===== src/rtl/mem_addr_arb_pkg.sv =====
// Shared types and helpers for the memory address arbiter.
// Supports up to MAX_CH requesting channels.
package mem_addr_arb_pkg;

    typedef enum logic {
        IDLE = 1'b0,
        BUSY = 1'b1
    } state_t;

    localparam int MAX_CH = 32;

    // Converts a one-hot vector into its bit index; an all-zero vector maps to 0.
    function automatic int unsigned onehot_to_idx(input logic [MAX_CH-1:0] oh);
        onehot_to_idx = 0;
        for (int i = 0; i < MAX_CH; i++) begin
            if (oh[i]) onehot_to_idx = unsigned'(i);
        end
    endfunction

endpackage


===== src/rtl/mem_addr_arb_pick.sv =====
// Combinational winner select: finds the first unmasked requester at or after `start`,
// wrapping from NCH-1 to 0. Returns the winner as a one-hot vector and as an index.
module mem_addr_arb_pick
    import mem_addr_arb_pkg::*;
#(
    parameter int NCH = 2,
    parameter int IW  = (NCH > 1) ? $clog2(NCH) : 1
) (
    input  logic [NCH-1:0] req,
    input  logic [NCH-1:0] mask,
    input  logic [IW-1:0]  start,
    output logic [NCH-1:0] win_oh,
    output logic [IW-1:0]  win_idx,
    output logic           any
);

    logic [NCH-1:0]   elig;
    logic [2*NCH-1:0] elig_dbl;
    logic [NCH-1:0]   rot;
    logic [NCH-1:0]   rot_oh;
    logic [2*NCH-1:0] oh_dbl;

    assign elig = req & ~mask;
    assign any  = |elig;

    // Rotate so that `start` sits at bit 0, keep the lowest set bit, then rotate back.
    assign elig_dbl = {elig, elig} >> start;
    assign rot      = elig_dbl[NCH-1:0];
    assign rot_oh   = rot & (~rot + NCH'(1));
    assign oh_dbl   = {rot_oh, rot_oh} << start;
    assign win_oh   = oh_dbl[2*NCH-1:NCH];

    assign win_idx = IW'(onehot_to_idx(MAX_CH'(win_oh)));

endmodule


===== src/rtl/mem_addr_arb.sv =====
// N-channel arbiter for the memory address bus: registers the winner's address on A until mem_ack.
// Define MEM_ADDR_ARB_RR_EN for round-robin arbitration; the default is fixed priority (ch0 first).
module mem_addr_arb
    import mem_addr_arb_pkg::*;
#(
    parameter int AW      = 8,
    parameter int NCH     = 2,
    parameter int TMO_CYC = 15
) (
    input  logic              clk,
    input  logic              rst_n,
    input  logic [NCH-1:0]    req,
    input  logic [NCH*AW-1:0] addr_in,
    input  logic              mem_ack,
    output logic [AW-1:0]     A,
    output logic              a_valid,
    output logic [NCH-1:0]    grant,
    output logic              tmo_err
);

    localparam int IW = (NCH > 1) ? $clog2(NCH) : 1;
    localparam int CW = $clog2(TMO_CYC + 1);

    state_t         state;
    logic [CW-1:0]  tmo_cnt;
    logic [IW-1:0]  start;
    logic [NCH-1:0] win_oh;
    logic [IW-1:0]  win_idx;
    logic           any;
    logic           load;
    logic [AW-1:0]  win_addr;

`ifdef MEM_ADDR_ARB_RR_EN
    logic [IW-1:0] rr_ptr;
    logic [IW-1:0] next_ptr;

    assign start    = rr_ptr;
    assign next_ptr = (win_idx == IW'(NCH - 1)) ? '0 : win_idx + IW'(1);
`else
    assign start = '0;
`endif

    // The current owner (grant is all-zero while idle) is masked so a completing channel
    // cannot immediately re-win.
    mem_addr_arb_pick #(
        .NCH (NCH),
        .IW  (IW)
    ) u_pick (
        .req     (req),
        .mask    (grant),
        .start   (start),
        .win_oh  (win_oh),
        .win_idx (win_idx),
        .any     (any)
    );

    assign win_addr = addr_in[int'(win_idx)*AW +: AW];
    assign load     = any && ((state == IDLE) || mem_ack);

    // NOTE: every register, including the RR pointer, is cleared by the async reset so an
    // interrupted access leaves no stale owner behind.
    always_ff @(posedge clk or negedge rst_n) begin
        if (!rst_n) begin
            state   <= IDLE;
            A       <= '0;
            a_valid <= 1'b0;
            grant   <= '0;
            tmo_err <= 1'b0;
            tmo_cnt <= '0;
`ifdef MEM_ADDR_ARB_RR_EN
            rr_ptr  <= '0;
`endif
        end else begin
            // NOTE: non-blocking assignments here so every register samples pre-edge values.
            tmo_err <= 1'b0;
            if (load) begin
                A       <= win_addr;
                grant   <= win_oh;
                a_valid <= 1'b1;
                tmo_cnt <= '0;
                state   <= BUSY;
`ifdef MEM_ADDR_ARB_RR_EN
                rr_ptr  <= next_ptr;
`endif
            end else if (state == BUSY) begin
                if (mem_ack || (tmo_cnt == CW'(TMO_CYC - 1))) begin
                    // An ack on the final allowed cycle is a normal completion.
                    a_valid <= 1'b0;
                    grant   <= '0;
                    state   <= IDLE;
                    tmo_err <= ~mem_ack;
                end else begin
                    tmo_cnt <= tmo_cnt + CW'(1);
                end
            end
        end
    end

endmodule


===== config.mk =====
export PLATFORM = sky130hd
export DESIGN_NAME = mem_addr_arb
export DESIGN_NICKNAME = d
export VERILOG_FILES = /design/src/rtl/mem_addr_arb_pkg.sv /design/src/rtl/mem_addr_arb_pick.sv /design/src/rtl/mem_addr_arb.sv
export SDC_FILE = /design/constraint.sdc
export NUM_CORES = 1
export LEC_CHECK = 0
export CORE_MARGIN = 1
export CORE_UTILIZATION = 39
export CTS_BUF_LIST = sky130_fd_sc_hd__clkbuf_4
export CTS_CLUSTER_SIZE = 20
export DETAILED_ROUTE_END_ITERATION = 16
export PLACE_DENSITY = 0.75
export SLEW_MARGIN = 15
export SYNTH_ARGS = -nofsm -noshare
export SYNTH_HDL_FRONTEND = slang
export SYNTH_SLANG_ARGS = --single-unit
export TNS_END_PERCENT = 10

===== constraint.sdc =====
create_clock -name clk -period 1.5 [get_ports clk]
set_clock_uncertainty 0.1 [all_clocks]
set_input_delay 0.15 -clock clk [delete_from_list [all_inputs] [get_ports clk]]
set_output_delay 0.15 -clock clk [all_outputs]
set_load 0.02 [all_outputs]

After elaboration in Yosys (flattened, before gate mapping)
Cells that the tools add are included.

word-level totals
  register bits after elaboration = 17
  bits in latches = 0
  memory bits (writable) = 0
  ROM bits = 0
  input port bits = 21
  output and inout port bits = 12
  word-level logic and storage cells = 41
  memories = 0

cells by class
  $add $sub $neg = 2
  $mul = 0
  div/mod/pow operators = 0
  magnitude comparators = 0
  equal/unequal tests = 2
  shift operators = 1
  muxes and demuxes = 16
  bitwise gates (word level) = 6
  reduce and logical (&&, ||, !) cells = 8

operators by type and width
  operator             number
  $shiftx 16x5->8      1
  $mux 4               3
  $mux 1               10
  $mux 2               3
  $add 4x1->4 const B  1
  $and 2x2->2          2
  $eq 4x4->1 const B   1
  $not 2->2            2
  $reduce_and 2->1     2
  $reduce_bool 2->1    2
  $add 2x1->2 const B  1
  $logic_or 1x1->1     2
  $ne 2x2->1 const B   1
  $not 1->1            2
  $reduce_or 2->1      1
  $logic_and 1x1->1    1

Longest topological paths before layout
  depth after elaboration = 7
  mapped depth = 5
  depth with buffers taken out = 5

Modules after synthesis
Synthesis repeated with hierarchy kept, for this count alone.

second synthesis, totals
  cell total of the unflattened synthesis = 86
  area total of the unflattened synthesis = 915.9 um2

by module, submodules not included
  module             instances  cells each  area each (um2)  sequential area each (um2)
  mem_addr_arb       1          80          862.1            425.4
  mem_addr_arb_pick  1          6           53.8             0.0

Worst setup path after synthesis
OpenSTA, ideal clock, no wires.

  path type = reg-to-reg
  from = register tmo_cnt[0]
  to = register tmo_cnt[1]
  library setup time = 95 ps
  arrival = 1328 ps
  required time = 1305 ps
  slack = -24 ps
  cell stages (with the launch flop) = 6
  path buffers = 0
  period minus slack after synthesis = 1524 ps
  cells stage by stage = dfrtp_1 -> inv_1 -> ha_1 -> and3_1 -> or3_2 -> o31ai_1

between the ends
  word-level cells in the longest chain between the ends = 4
  elaborated cells on any way between the ends = 8
  those cells by class = add/sub (1); eq/ne (2); mux (3); reduce/logical (2)

ends and longest elaborated chain
  what                                               RTL line                                source
  start, declared                                    mem_addr_arb.sv:25                      logic [CW-1:0] tmo_cnt;
  start signal, assigned                             mem_addr_arb.sv:93                      tmo_cnt <= tmo_cnt + CW'(1);
  $add 4x1->4 / $eq 4x4->1 (equally long branches)   mem_addr_arb.sv:93, mem_addr_arb.sv:86
  $mux 4 / $logic_or 1x1->1 (equally long branches)  mem_addr_arb.sv:86                      if (mem_ack || (tmo_cnt == CW'(TMO_CYC - 1))) begin
  $mux 4 / $ne 2x2->1 (equally long branches)        --
  $mux 4 / $reduce_and 2->1 (equally long branches)  --

Parallel ways exist; a longest one is shown, timed or not. The select of a mux whose other input is x is not followed.
A chain may end at the register's enable or synchronous reset.

Worst setup path in the final report
Ends and elaborated chain as after synthesis.

==> summary by stage <==
Clock tree
TritonCTS built the clock tree. The count of hold-fix buffers inserted at cts is 0. The clock reaches the later pin of the worst-skew pair after 0.29 ns. After clock tree synthesis, the clock-pin slew on the worst setup and hold paths is 0.10 ns. The clock net in this run drives a total of 17 sinks.

CTS built an H-tree with a depth of 1. CTS placed an instance of sky130_fd_sc_hd__clkbuf_4 at the clock tree root. The clock passes through at most 2 buffers. The CTS buffer count is 3.

Logic synthesis
The count of flip-flops with a built-in enable after synthesis is 0. The count of different cell masters after synthesis is 32. The synthesized netlist occupies a cell area of 888.4 sq um.

Counting every instance in the synthesized netlist gives between 70 and 80. In the synthesized netlist the async set-or-reset flop fraction comes to 100.0%. The share of the Yosys chip area taken by registers is 47.89%. The top flip-flop cell by instance count after synthesis is sky130_fd_sc_hd__dfrtp_1. A synthesized cell averages 11.84 sq um. The synthesized flop and latch total is 17. During synthesis, Yosys emitted a total of 0 warnings. The number of nets in the synthesized netlist is 98.

Power
The total design power is between 0.002 and 0.0025 W. The leakage power is roughly 0.62 nW. Across the VDD grid, the largest voltage drop is 0.001215 V. For this design the ratio of total power to cell area is 1687 nW/um^2.

Timing
The least setup slack across all paths after layout is 0.03434 ns. The total count of hold-check failures in the final report is 0. The routed design could run at a clock period as short as 1.466 ns. The final number of setup-violating endpoints is 0. Setup repair after global routing could not meet its margin everywhere. The highest attainable clock frequency is 682.3 MHz.

The share of the cycle needed by the critical path after routing is 97.71%. The final-report max-slew violation count came to 0. After routing, the total negative slack on setup checks comes to 0 ns. The worst max-slew margin expressed relative to the limit is 84.29%.

At the pin with the least slew margin, the transition time is ~0.24 ns. On the final layout, the worst hold slack is 0.08182 ns.

Floorplanning
The die footprint is 2473 sq um. The core region area is 2042 sq um. The standard-cell row count is 16. For this configuration, the core starts out at a cell density of 43.50%. The count of pins on the block boundary is 33.

The die boundary height is 49.73 um. The die extent in x is 49.73 um.

Worst setup path
The critical path is of the flop to flop type. The type of destination of the critical path is a flop. STA classifies the critical path startpoint as a flop.

The data arrival time of the worst path is approximately 1.6 ns. The data required time of the critical path is 1.61 ns. The peak fanout along the critical path is 2.

Drt
The average wire per cell in the routed design is 15.42 um. The total detailed-routing wirelength is about 2.3 mm. The count of antenna-violating nets left after detailed routing is 0.

The number of remaining DRC errors is 0. The routed layout has between 700 and 800 vias. The count of TritonRoute iterations in the first routing pass is 4. The via-per-instance ratio is 5.250.

The number of design-rule violations left by the first detailed-router iteration is 22.

Place
Once placement finished, the instance area stood at 1333 sq um. During placement, the flow inserted port buffers numbering 32. Summed over all nets, the half-perimeter wirelength after detailed placement is 1.603 mm. Before CTS, the worst setup slack after placement is -0.1489 ns. The placer's final routability congestion estimate is 0.8094.

Final layout
The number of antenna cells inserted is 0. In the final design database the tool counted 149 nets. Compared with the post-synthesis result, the final layout area differs by 56.06%. Of the cells placed in the final design, the portion with a size suffix greater than 1 is 33.60%. The fill cell instance count of the final layout is 180. After routing the design area is 1386 sq um.

Global route
The first global-routing pass estimated 3.884 mm of wire. The via count of the first global-routing pass is about 830. The total overflow left after global routing is 0. The initial antenna violation count is 0. The global router's overall resource usage is 20.65%. Entering global routing, the biggest net connects 18 pins.

Job
Max-cap violations in this run came to 0.

Worst hold path
The type of the most critical hold path is primary input to async pin.

Run status
The run finished with clean final reports.
## synth_stat cells (2+ instances only)
cell type / n / area [sq um]
sky130_fd_sc_hd__a21oi_1: 2 / 10.01
sky130_fd_sc_hd__a31oi_1: 2 / 12.51
sky130_fd_sc_hd__buf_6: 2 / 22.52
sky130_fd_sc_hd__dfrtp_1: 17 / 425.4
sky130_fd_sc_hd__ha_1: 2 / 25.02
sky130_fd_sc_hd__inv_1: 5 / 18.77
sky130_fd_sc_hd__nand2_1: 2 / 7.510
sky130_fd_sc_hd__nand2b_4: 2 / 27.53
sky130_fd_sc_hd__nand3_1: 3 / 15.01
sky130_fd_sc_hd__nor2_1: 2 / 7.510
sky130_fd_sc_hd__o221a_2: 8 / 90.09
sky130_fd_sc_hd__or3_1: 8 / 50.05
## through the flow
stage	std cells	util, %
after global placement	145	65.26
after global routing	152	67.89
after floorplan	75	-
after detailed placement	145	65.26
after CTS	149	66.30
final	152	67.89
## placed cells by master, fill, tap and decap left out, types with 2 or more instances in the layout
cell                              instances
sky130_fd_sc_hd__clkdlybuf4s50_1         20
sky130_fd_sc_hd__dfrtp_1                 17
sky130_fd_sc_hd__buf_4                   16
sky130_fd_sc_hd__dlygate4sd2_1           11
sky130_fd_sc_hd__or3_1                    8
sky130_fd_sc_hd__o221a_2                  8
sky130_fd_sc_hd__inv_1                    5
sky130_fd_sc_hd__clkbuf_4                 4
sky130_fd_sc_hd__nand3_1                  3
sky130_fd_sc_hd__nand2b_4                 2
sky130_fd_sc_hd__nand2_1                  2
sky130_fd_sc_hd__a31oi_1                  2
sky130_fd_sc_hd__a21oi_1                  2
## what timing repair did
action	in CTS	in global routing
setup endpoints to repair	13	4
gates resized for setup	12	3
buffers inserted	0	3
## power breakdown
group	switching, W	internal, W
Combinational	0.000610	0.000685
Sequential	0.000129	0.000642
Clock	0.000151	0.000121
## worst paths after layout
check / startpoint / to / depth (start not counted) / slack (ns)
worst max-delay path: tmo_cnt[0]$_DFFE_PN0P_ / tmo_cnt[1]$_DFFE_PN0P_ / 4 / 0.03
worst min-delay path: rst_n / tmo_err$_DFF_PN0_ / 2 / 0.08
worst max register to register: tmo_cnt[0]$_DFFE_PN0P_ / tmo_cnt[1]$_DFFE_PN0P_ / 4 / 0.03
worst min register to register: grant[0]$_DFFE_PN0P_ / grant[0]$_DFFE_PN0P_ / 1 / 0.44
max in group asynchronous: rst_n / a_valid$_DFFE_PN0P_ / 2 / 1.03
min in group clk: addr_in[14] / A[6]$_DFFE_PN0P_ / 2 / 0.40
## area by class of cell
type,instances,area (sq um),area share [%]
timing repair buffer,49,449.2,32.40
multi-input combinational,50,429.2,30.96
sequential,17,425.4,30.69
tap,27,33.78,2.437
clock buffer,4,30.03,2.166
inverter,5,18.77,1.354
## cells by family (layout without fill, tap and decap cells)
group                    Yosys count  in the layout  share of synthesized area [%]
AND/OR/NAND/NOR                   25             25                          19.16
AO/OA/AOI/OAI                     23             23                          24.65
flip-flops                        17             17                          47.89
buffers and inverters              8             58                          5.493
adder cells (fa/ha/maj)            2              2                          2.816
## flip-flops by register name, summed over array words and instances (netlist names)
| register | count |
|---|---|
| tmo_cnt | 4 |
| state | 1 |
| A | 8 |
| tmo_err | 1 |
| grant | 2 |
| a_valid | 1 |
## worst max-delay path, stage by stage, from the launching register on
cell                      delay, ns
sky130_fd_sc_hd__dfrtp_1       0.40
sky130_fd_sc_hd__inv_1         0.07
sky130_fd_sc_hd__ha_2          0.27
sky130_fd_sc_hd__or3_2         0.48
sky130_fd_sc_hd__o31ai_2       0.07
## metal layers
metal  routed length [um]  GRT usage (%)  vias up
li1                     -              -      391
met1                 1080          28.43      370
met2                 1064          32.43       35
met3                  173          4.321        2
met4                   25          6.190        0
met5                    0              0        -
(Power assumes the default switching activity.)
